`src/rtl/inert_spi_pkg.sv`:
```
// inert_spi_pkg: register map and serf state encoding shared by the SPI serf model.
package inert_spi_pkg;
  localparam logic [6:0] INT1_CTRL = 7'h0D;
  localparam logic [6:0] WHO_AM_I  = 7'h0F;
  localparam logic [6:0] CTRL2_G   = 7'h11;
  localparam logic [6:0] CTRL5_C   = 7'h14;
  localparam logic [6:0] OUTZ_L    = 7'h26;
  localparam logic [6:0] OUTZ_H    = 7'h27;
  typedef enum logic [1:0] {IDLE, SHIFT, COMMIT} serf_state_e;
endpackage

```
`src/rtl/spi_serf_phy.sv`:
```
// spi_serf_phy: SPI mode 3 serf framing -- synchronisers, edge detect, shift registers,
// bit counter and the IDLE/SHIFT/COMMIT frame state machine.
module spi_serf_phy
  import inert_spi_pkg::*;
(
  input  logic        clk,
  input  logic        rst_n,
  input  logic        SS_n,
  input  logic        SCLK,
  input  logic        MOSI,
  input  logic [7:0]  tx_byte,
  output logic        MISO,
  output logic        frame_done,
  output logic        tx_ld,
  output logic [15:0] rx
);
  logic [2:0] ss_q, ss_d, sclk_q, sclk_d;
  logic [1:0] mosi_q, mosi_d;
  serf_state_e state_q, state_d;
  logic [4:0] cnt_q, cnt_d;
  logic [15:0] rx_q, rx_d;
  logic [7:0] tx_q, tx_d;
  logic miso_q, miso_d, ld_q, ld_d;
  logic ss_fall, ss_rise, rise, fall;

  always_comb begin
    ss_d = {ss_q[1:0], SS_n};
    sclk_d = {sclk_q[1:0], SCLK};
    mosi_d = {mosi_q[0], MOSI};
    ss_fall = ss_q[2] & ~ss_q[1];
    ss_rise = ~ss_q[2] & ss_q[1];
    rise = ~sclk_q[2] & sclk_q[1] & ~ss_q[1];
    fall = sclk_q[2] & ~sclk_q[1] & ~ss_q[1];
    state_d = state_q;
    cnt_d = cnt_q;
    rx_d = rx_q;
    tx_d = tx_q;
    miso_d = miso_q;
    ld_d = 1'b0;
    case (state_q)
      IDLE: if (ss_fall) begin
        state_d = SHIFT;
        cnt_d = '0;
        tx_d = '0;
        miso_d = 1'b0;
      end
      SHIFT: if (ss_rise) state_d = (cnt_q == 5'd16) ? COMMIT : IDLE;
      else begin
        if (rise) begin
          rx_d = {rx_q[14:0], mosi_q[1]};
          cnt_d = (cnt_q == 5'd16) ? cnt_q : cnt_q + 5'd1;
          ld_d = cnt_q == 5'd7;
        end
        if (ld_q) tx_d = tx_byte;
        else if (fall && cnt_q >= 5'd8 && cnt_q < 5'd16) begin
          miso_d = tx_q[7];
          tx_d = {tx_q[6:0], 1'b0};
        end
      end
      default: state_d = IDLE;
    endcase
  end

  // select chain resets low so a select held low across reset never looks like a new frame
  always_ff @(posedge clk or negedge rst_n)
    if (!rst_n) begin
      ss_q <= '0;
      sclk_q <= '1;
      mosi_q <= '0;
      state_q <= IDLE;
      cnt_q <= '0;
      rx_q <= '0;
      tx_q <= '0;
      miso_q <= 1'b0;
      ld_q <= 1'b0;
    end else begin
      ss_q <= ss_d;
      sclk_q <= sclk_d;
      mosi_q <= mosi_d;
      state_q <= state_d;
      cnt_q <= cnt_d;
      rx_q <= rx_d;
      tx_q <= tx_d;
      miso_q <= miso_d;
      ld_q <= ld_d;
    end

  assign MISO = miso_q;
  assign frame_done = state_q == COMMIT;
  assign tx_ld = ld_q;
  assign rx = rx_q;
endmodule

```
`src/rtl/inert_spi_serf.sv`:
```
// inert_spi_serf: SPI serf model of the 6-axis inertial sensor (register file, sample timer, drdy/lock).
// INERT_SERF_NOISE_EN adds LFSR noise (-8..+7, saturating) to every OUTZ load.
module inert_spi_serf
  import inert_spi_pkg::*;
#(
  parameter int          SMPL_PRD     = 120192,
  parameter logic [7:0]  WHO_AM_I_VAL = 8'h6A
) (
  input  logic               clk,
  input  logic               rst_n,
  input  logic               SS_n,
  input  logic               SCLK,
  input  logic               MOSI,
  output logic               MISO,
  output logic               INT,
  input  logic signed [15:0] yaw_in
);
  logic frame_done, tx_ld;
  logic [15:0] rx;
  logic [7:0] tx_byte, rd_byte;
  logic [6:0] addr, ra;
  logic [7:0] int1_q, int1_d, ctrl2_q, ctrl2_d, ctrl5_q, ctrl5_d;
  logic [15:0] outz_q, outz_d, load_val;
  logic [16:0] tmr_q, tmr_d;
  logic drdy_q, drdy_d, lock_q, lock_d, pend_q, pend_d, int_q, int_d;
  logic wr, rd, tick, unlock, clr, load;
`ifdef INERT_SERF_NOISE_EN
  logic [15:0] lfsr_q, lfsr_d;
  logic [16:0] sum;
`endif

  spi_serf_phy u_phy (
    .clk(clk), .rst_n(rst_n), .SS_n(SS_n), .SCLK(SCLK), .MOSI(MOSI), .tx_byte(tx_byte),
    .MISO(MISO), .frame_done(frame_done), .tx_ld(tx_ld), .rx(rx)
  );

  always_comb begin
    addr = rx[14:8];
    ra = rx[6:0];
    wr = frame_done & ~rx[15];
    rd = frame_done & rx[15];
    tick = (ctrl2_q != 8'h00) && (tmr_q == 17'(SMPL_PRD - 1));
    unlock = rd && addr == OUTZ_L && lock_q;
    clr = rd && addr == OUTZ_H;
    load = (tick && !lock_q) || (unlock && (pend_q || tick));
    int1_d = (wr && addr == INT1_CTRL) ? rx[7:0] : int1_q;
    ctrl2_d = (wr && addr == CTRL2_G) ? rx[7:0] : ctrl2_q;
    ctrl5_d = (wr && addr == CTRL5_C) ? rx[7:0] : ctrl5_q;
    tmr_d = (wr && addr == CTRL2_G && rx[7:0] == 8'h00) ? '0 :
            (ctrl2_q == 8'h00) ? tmr_q : tick ? '0 : tmr_q + 17'd1;
    lock_d = clr ? 1'b1 : (rd && addr == OUTZ_L) ? 1'b0 : lock_q;
    pend_d = unlock ? 1'b0 : (tick && lock_q) ? 1'b1 : pend_q;
    drdy_d = (clr && (lock_q || !load)) ? 1'b0 : load ? 1'b1 : drdy_q;
`ifdef INERT_SERF_NOISE_EN
    lfsr_d = tick ? {lfsr_q[14:0], lfsr_q[15] ^ lfsr_q[13] ^ lfsr_q[12] ^ lfsr_q[10]} : lfsr_q;
    sum = {yaw_in[15], yaw_in} + {{13{lfsr_q[3]}}, lfsr_q[3:0]};
    load_val = (sum[16] != sum[15]) ? {sum[16], {15{~sum[16]}}} : sum[15:0];
`else
    load_val = yaw_in;
`endif
    outz_d = load ? load_val : outz_q;
    int_d = drdy_q & int1_q[1];
    // read data is chosen from the address byte just shifted in, before the data byte
    rd_byte = (ra == INT1_CTRL) ? int1_q : (ra == WHO_AM_I) ? WHO_AM_I_VAL :
              (ra == CTRL2_G) ? ctrl2_q : (ra == CTRL5_C) ? ctrl5_q :
              (ra == OUTZ_L) ? outz_q[7:0] : (ra == OUTZ_H) ? outz_q[15:8] : 8'h00;
    tx_byte = tx_ld ? rd_byte : 8'h00;
  end

  always_ff @(posedge clk or negedge rst_n)
    if (!rst_n) begin
      int1_q <= '0;
      ctrl2_q <= '0;
      ctrl5_q <= '0;
      outz_q <= '0;
      tmr_q <= '0;
      drdy_q <= 1'b0;
      lock_q <= 1'b0;
      pend_q <= 1'b0;
      int_q <= 1'b0;
`ifdef INERT_SERF_NOISE_EN
      lfsr_q <= 16'hACE1;
`endif
    end else begin
      int1_q <= int1_d;
      ctrl2_q <= ctrl2_d;
      ctrl5_q <= ctrl5_d;
      outz_q <= outz_d;
      tmr_q <= tmr_d;
      drdy_q <= drdy_d;
      lock_q <= lock_d;
      pend_q <= pend_d;
      int_q <= int_d;
`ifdef INERT_SERF_NOISE_EN
      lfsr_q <= lfsr_d;
`endif
    end

  assign INT = int_q;
endmodule

```
`config.mk`:
```
export PLATFORM = sky130hd
export DESIGN_NAME = inert_spi_serf
export DESIGN_NICKNAME = d
export VERILOG_FILES = /design/src/rtl/inert_spi_pkg.sv /design/src/rtl/spi_serf_phy.sv /design/src/rtl/inert_spi_serf.sv
export SDC_FILE = /design/constraint.sdc
export NUM_CORES = 1
export LEC_CHECK = 0
export CAP_MARGIN = 10
export CORE_MARGIN = 4
export CORE_UTILIZATION = 54
export CTS_CLUSTER_DIAMETER = 200
export CTS_CLUSTER_SIZE = 8
export DETAILED_ROUTE_END_ITERATION = 8
export PLACE_DENSITY_LB_ADDON = 0.12
export SLEW_MARGIN = 10
export SYNTH_ARGS = -nofsm -noshare
export SYNTH_HDL_FRONTEND = slang
export SYNTH_SLANG_ARGS = --single-unit
export TNS_END_PERCENT = 10
```
`constraint.sdc`:
```
create_clock -name clk -period 1.9 [get_ports clk]
set_input_delay 0.285 -clock clk [delete_from_list [all_inputs] [get_ports clk]]
set_output_delay 0.285 -clock clk [all_outputs]
set_load 0.01 [all_outputs]
```
Word-level counts from Yosys, hierarchy flattened
Index checks and enable logic that the tools add are counted.

cells by class
  order comparisons = 2
  equality and inequality tests = 25
  add/sub/neg operators = 2
  bitwise logic cells = 15
  reduce and logical (&&, ||, !) cells = 32
  multiplexer cells = 37

operators with widths
  cell                   count
  $mux 8                 10
  $mux 17                3
  $eq 7x5->1 const B     4
  $eq 7x6->1 const B     4
  $eq 7x4->1 const B     3
  $mux 5                 4
  $add 17x1->17 const B  1
  $eq 17x17->1 const B   1
  $logic_not 8->1        2
  $pmux 8 s2             1
  $logic_and 1x1->1      14
  $mux 1                 13
  $pmux 5 s2             1
  $reduce_and 5->1       2
  $and 1x1->1            9
  $ne 2x1->1 const B     4
  $ne 2x2->1 const B     4
  $reduce_bool 2->1      4
  $reduce_bool 8->1      1
  $mux 2                 3
  $not 1->1              6
  $add 5x1->5 const B    1
  $eq 5x3->1 const B     1
  $eq 5x5->1 const B     1
  other kinds (13)       16

word-level totals
  word-level logic and storage cells = 131
  bits of input ports = 21
  flip-flop bits (word level) = 102

Depth between registers and ports, before layout
  depth in word-level cells = 10
  gate-level depth with buffers = 7

Cells and area by module
Synthesis repeated with hierarchy kept, for this count alone.

second synthesis, totals
  cell total of the unflattened synthesis = 395
  area total of the unflattened synthesis = 4903.5 µm²

by module, submodules not included
  module          cells each  instances  area each (µm²)  seq. area each (µm²)
  inert_spi_serf  263         1          3114.2           1526.5
  spi_serf_phy    132         1          1789.2           1029.7

Worst setup path before layout
Ideal clock, no wire load.

  path kind = reg2reg
  from = reg tmr_q[0]
  to = reg outz_q[10]
  arrival = 1757 ps
  buffers on the path = 1
  slack = 18 ps
  setup time = 125 ps
  period minus slack after synthesis = 1882 ps
  cell stages (with the launch flop) = 8
  required time = 1775 ps
  cells stage by stage = dfrtp_1 > ha_1 > nand2_1 > a21oi_2 > nand3_4 > a21oi_4 > buf_12 > mux2_4

on the way
  cells in the longest elaborated chain, start to end = 5
  elaborated cells between the ends (all ways) = 6

RTL lines
  what                    RTL line              RTL
  start, declared         inert_spi_serf.sv:24  logic [16:0] tmr_q, tmr_d;
  start signal, assigned  inert_spi_serf.sv:89  tmr_q <= tmr_d;
  $eq 17x17->1 (*)        inert_spi_serf.sv:42  tick = (ctrl2_q != 8'h00) && (tmr_q == 17'(SMPL_PRD - 1));
  $logic_and 1x1->1 (*)   inert_spi_serf.sv:42
  $logic_or 1x1->1        inert_spi_serf.sv:45  load = (tick && !lock_q) || (unlock && (pend_q || tick));
  $logic_and 1x1->1       inert_spi_serf.sv:45
  $logic_or 1x1->1 (*)    inert_spi_serf.sv:45
  end signal, assigned    inert_spi_serf.sv:88  outz_q <= outz_d;
  end, declared           inert_spi_serf.sv:23  logic [15:0] outz_q, outz_d, load_val;

Mark *: on every way between the ends. The rest lies on a longest branch, timed or not.
A chain may end at the register's enable or synchronous reset.

Worst setup path after layout
  from = reg u_phy.rx_q[14], in the netlist u_phy.rx[14]
  to = reg ctrl5_q[6]

on the way
  cells in the longest elaborated chain, start to end = 2

RTL lines
  what                    RTL line              RTL
  start, declared         spi_serf_phy.sv:21    logic [15:0] rx_q, rx_d;
  start signal, assigned  spi_serf_phy.sv:82    rx_q <= rx_d;
  $eq 7x5->1              inert_spi_serf.sv:48  ctrl5_d = (wr && addr == CTRL5_C) ? rx[7:0] : ctrl5_q;
  $logic_and 1x1->1       inert_spi_serf.sv:48
  end signal, assigned    inert_spi_serf.sv:87  ctrl5_q <= ctrl5_d;
  end, declared           inert_spi_serf.sv:22  logic [7:0] int1_q, int1_d, ctrl2_q, ctrl2_d, ctrl5_q, ctrl5_d;

No other way between the ends.

==> results.yml <==
grt:
  grt_max_degree: 69
  grt_remaining_overflow: 0
  grt_pass1_wl_um: 17100
  antenna_found_initial: 0
  track_usage_pct: 20.9
  grt_pass1_vias: 3452
power:
  ir_drop_v: 0.000566
  p_sw_mw: 1.35
  combPwrFrac_pct: 17.3
  finalPower_mw: 4.49
  seq_power_share_pct: 53.3
  clkPwrFrac_pct: 29.4
  netSwitchingFraction_pct: 30.1
  power-per-cell-area_mw_per_mm2: 785
  p_int_mw: 3.13
  power.leakage_nw: 2.61
timing:
  setup_viol: 0
  hold_violations: 0
  finalCritPeriodShare_pct: 96.8
  drv_slew: 0
  finClkSkew_ns: 0.00912
  relSlewSlack_pct: 65.0
  post-route-min-period_ns: 1.84
  worst_pin_slew_ns: 0.518
  max_freq_ghz: 0.543
  rsz0062_at_grt: "yes"
logic_synthesis:
  synth-async-reset-ratio_pct: 100
  syn_area_per_cell_sq_um: 11.6
  synth_top_cell_by_area: "dfrtp_1"
  netlist_top_cells_area: "dfrtp_1, mux2_2, mux2_4"
  synth_edf_count: 0
  synth.net_count: 444
  syn_area_sq_mm: 0.00486
  yosys.area.top_type_share_pct: 51.0
  synth.distinct_cells: 62
  synthCells: 420
  synth_warnings: 0
  synth.yosys.seq_area_share_pct: 52.6
  synthFlopType: "dfrtp_1"
  ys_ff_latch: 102
flow_run:
  cap_violations: 0
clock_network:
  clkLatencyLatePin_ns: 0.36
  cts_buffer_depth: 2
  cts_tree: "yes"
  cts-root-buf: "clkbuf_8"
  clock_sinks: 102
  path_clk_slew_ns: 0.10
  cts_buffers: 9
  htreeDepth: 3
worst_setup_path:
  path_max_fanout: 8
  crit_type: "reg -> reg"
  crit_arrival_ns: 2.10
  critPathLaunchType: "flip-flop"
  cp-end-kind: "flip-flop"
  cp.required_ns: 2.16
min_path:
  hold_path.class: "in -> reg"
floorplan:
  dieHeight_um: 103
  coreArea_sq_mm: 0.00872
  die_area_sq_mm: 0.0106
  num_rows: 34
  ioPinCount: 23
  start_util_pct: 55.7
  die_x_um: 103
finish:
  design_area_sq_mm: 0.00572
  synthToLayoutAreaGrowth_pct: 17.8
  layout.nets: 502
  final_common_cell: "dfrtp_1"
  antenna_cells: 0
  layout-drive-gt1-share_pct: 29.6
  final_cell_mix: "dfrtp_1, mux2_2, nor2_1"
outcome:
  status: "finished, final reports clean"
place:
  port_buffers: 22
  placed_area_sq_mm: 0.00547
  gp_congestion: 0.934
  dp_hpwl_um: 7460
routing:
  ant_nets: 0
  post_drt_wl_per_cell_um: 17.3
  drt_first_iter_violations: 162
  vias: 3512
  drc_errors: 0
  firstDrtPassIters: 5
  vias_per_cell: 5.94
  routed_wl_um: 10200
[timing repair]
action	CTS	global route
endpoints found under the hold margin	99	0
endpoints found under the setup margin	0	18
resized for setup	0	10
setup buffers	0	0
hold buffers	1	0
[synth_stat cells, drive strengths merged (2+ instances only)]
cell,number
a22o,2
nand2b,7
clkbuf,9
o21ai,21
nor3,13
or3,3
buf,7
nand2,26
mux2i,4
or2,2
nor2,41
nand4b,2
nand3,15
inv,5
a32o,4
or4,3
and4,2
a22oi,11
nand4,9
a2111oi,2
nor2b,10
nand3b,2
o22ai,3
nor4,12
a31oi,2
mux2,55
a21o,3
dfrtp,99
ha,3
and2,3
xor2,8
a21oi,12
dfstp,3
xnor2,7
[worst max-delay path, cell delays in order (launching register included)]
cell and delay (ns):
dfrtp_1 0.41, or3b_4 0.40, nor2b_1 0.27, nand3_2 0.29, mux2_2 0.35
[flip-flops by register name, indices dropped and copies added (netlist names), 3 cells and up]
signal,flops
tmr_q,17
outz_q,16
u_phy.rx,16
ctrl2_q,8
ctrl5_q,8
int1_q,8
u_phy.tx_q,8
u_phy.cnt_q,5
u_phy.sclk_q,3
u_phy.ss_q,3
[worst paths after layout]
path | endpoint | startpoint | depth (start not counted) | slack [ns]
worst max-delay path | ctrl5_q[6]$_DFFE_PN0P_ | u_phy.rx[14]$_DFFE_PN0P_ | 4 | 0.06
worst min-delay path | u_phy.sclk_q[0]$_DFF_PN1_ | SCLK | 1 | 0.32
worst max register to register | ctrl5_q[6]$_DFFE_PN0P_ | u_phy.rx[14]$_DFFE_PN0P_ | 4 | 0.06
worst min register to register | u_phy.sclk_q[1]$_DFF_PN1_ | u_phy.sclk_q[0]$_DFF_PN1_ | 0 | 0.35
min in group asynchronous | u_phy.tx_ld$_DFF_PN0_ | rst_n | 3 | 0.42
max in group asynchronous | u_phy.rx[2]$_DFFE_PN0P_ | rst_n | 3 | 1.11
[area by class of cell]
type / count / area [sq um]
multi-input combinational: 297 / 2240
tap: 108 / 135
inverter: 5 / 18.8
fill: 667 / 3000
timing repair buffer: 63 / 578
clock inverter: 7 / 62.6
sequential: 102 / 2560
clock buffer: 9 / 124
[per-stage QoR]
step,utilization [%],hold WS (ns),setup WS (ns),instances,setup TNS [ns]
finish,65.6,0.318,0.0600,591,0
global route,65.6,0.312,-0.0112,591,-0.0165
CTS,65.0,0.307,0.0435,591,0
detailed placement,62.8,0.275,0.0551,574,0
global placement,62.8,0.272,0.0917,574,0
floorplan,-,-0.0106,0.0184,420,0
[logic make-up after synthesis]
logic type / after synthesis / share of synthesized area, %
AO/OA/AOI/OAI: 67 / 9.46
XOR/XNOR: 15 / 2.71
adder cells (fa/ha/maj): 3 / 0.773
buffers and inverters: 21 / 2.16
flip-flops: 102 / 52.6
multiplexers: 59 / 14.4
AND/OR/NAND/NOR: 153 / 17.9
[layer usage]
metal | vias up | part of all wire, % | global-route usage (%)
met5 | - | 0 | 0
met3 | 16 | 3.6 | 3.99
li1 | 1638 | - | -
met1 | 1774 | 48 | 30.3
met4 | 0 | 1.5 | 6.18
met2 | 84 | 46 | 32.1
[power groups by stage]
stage	Sequential (mW)	Combinational, mW	Clock [mW]
floorplan	2.35	0.444	0
global placement	2.42	0.735	0
detailed placement	2.42	0.748	0
CTS	2.38	0.753	1.36
global route	2.41	0.839	1.43
finish	2.39	0.775	1.32
Note: power is estimated with default switching activity, not from simulation.
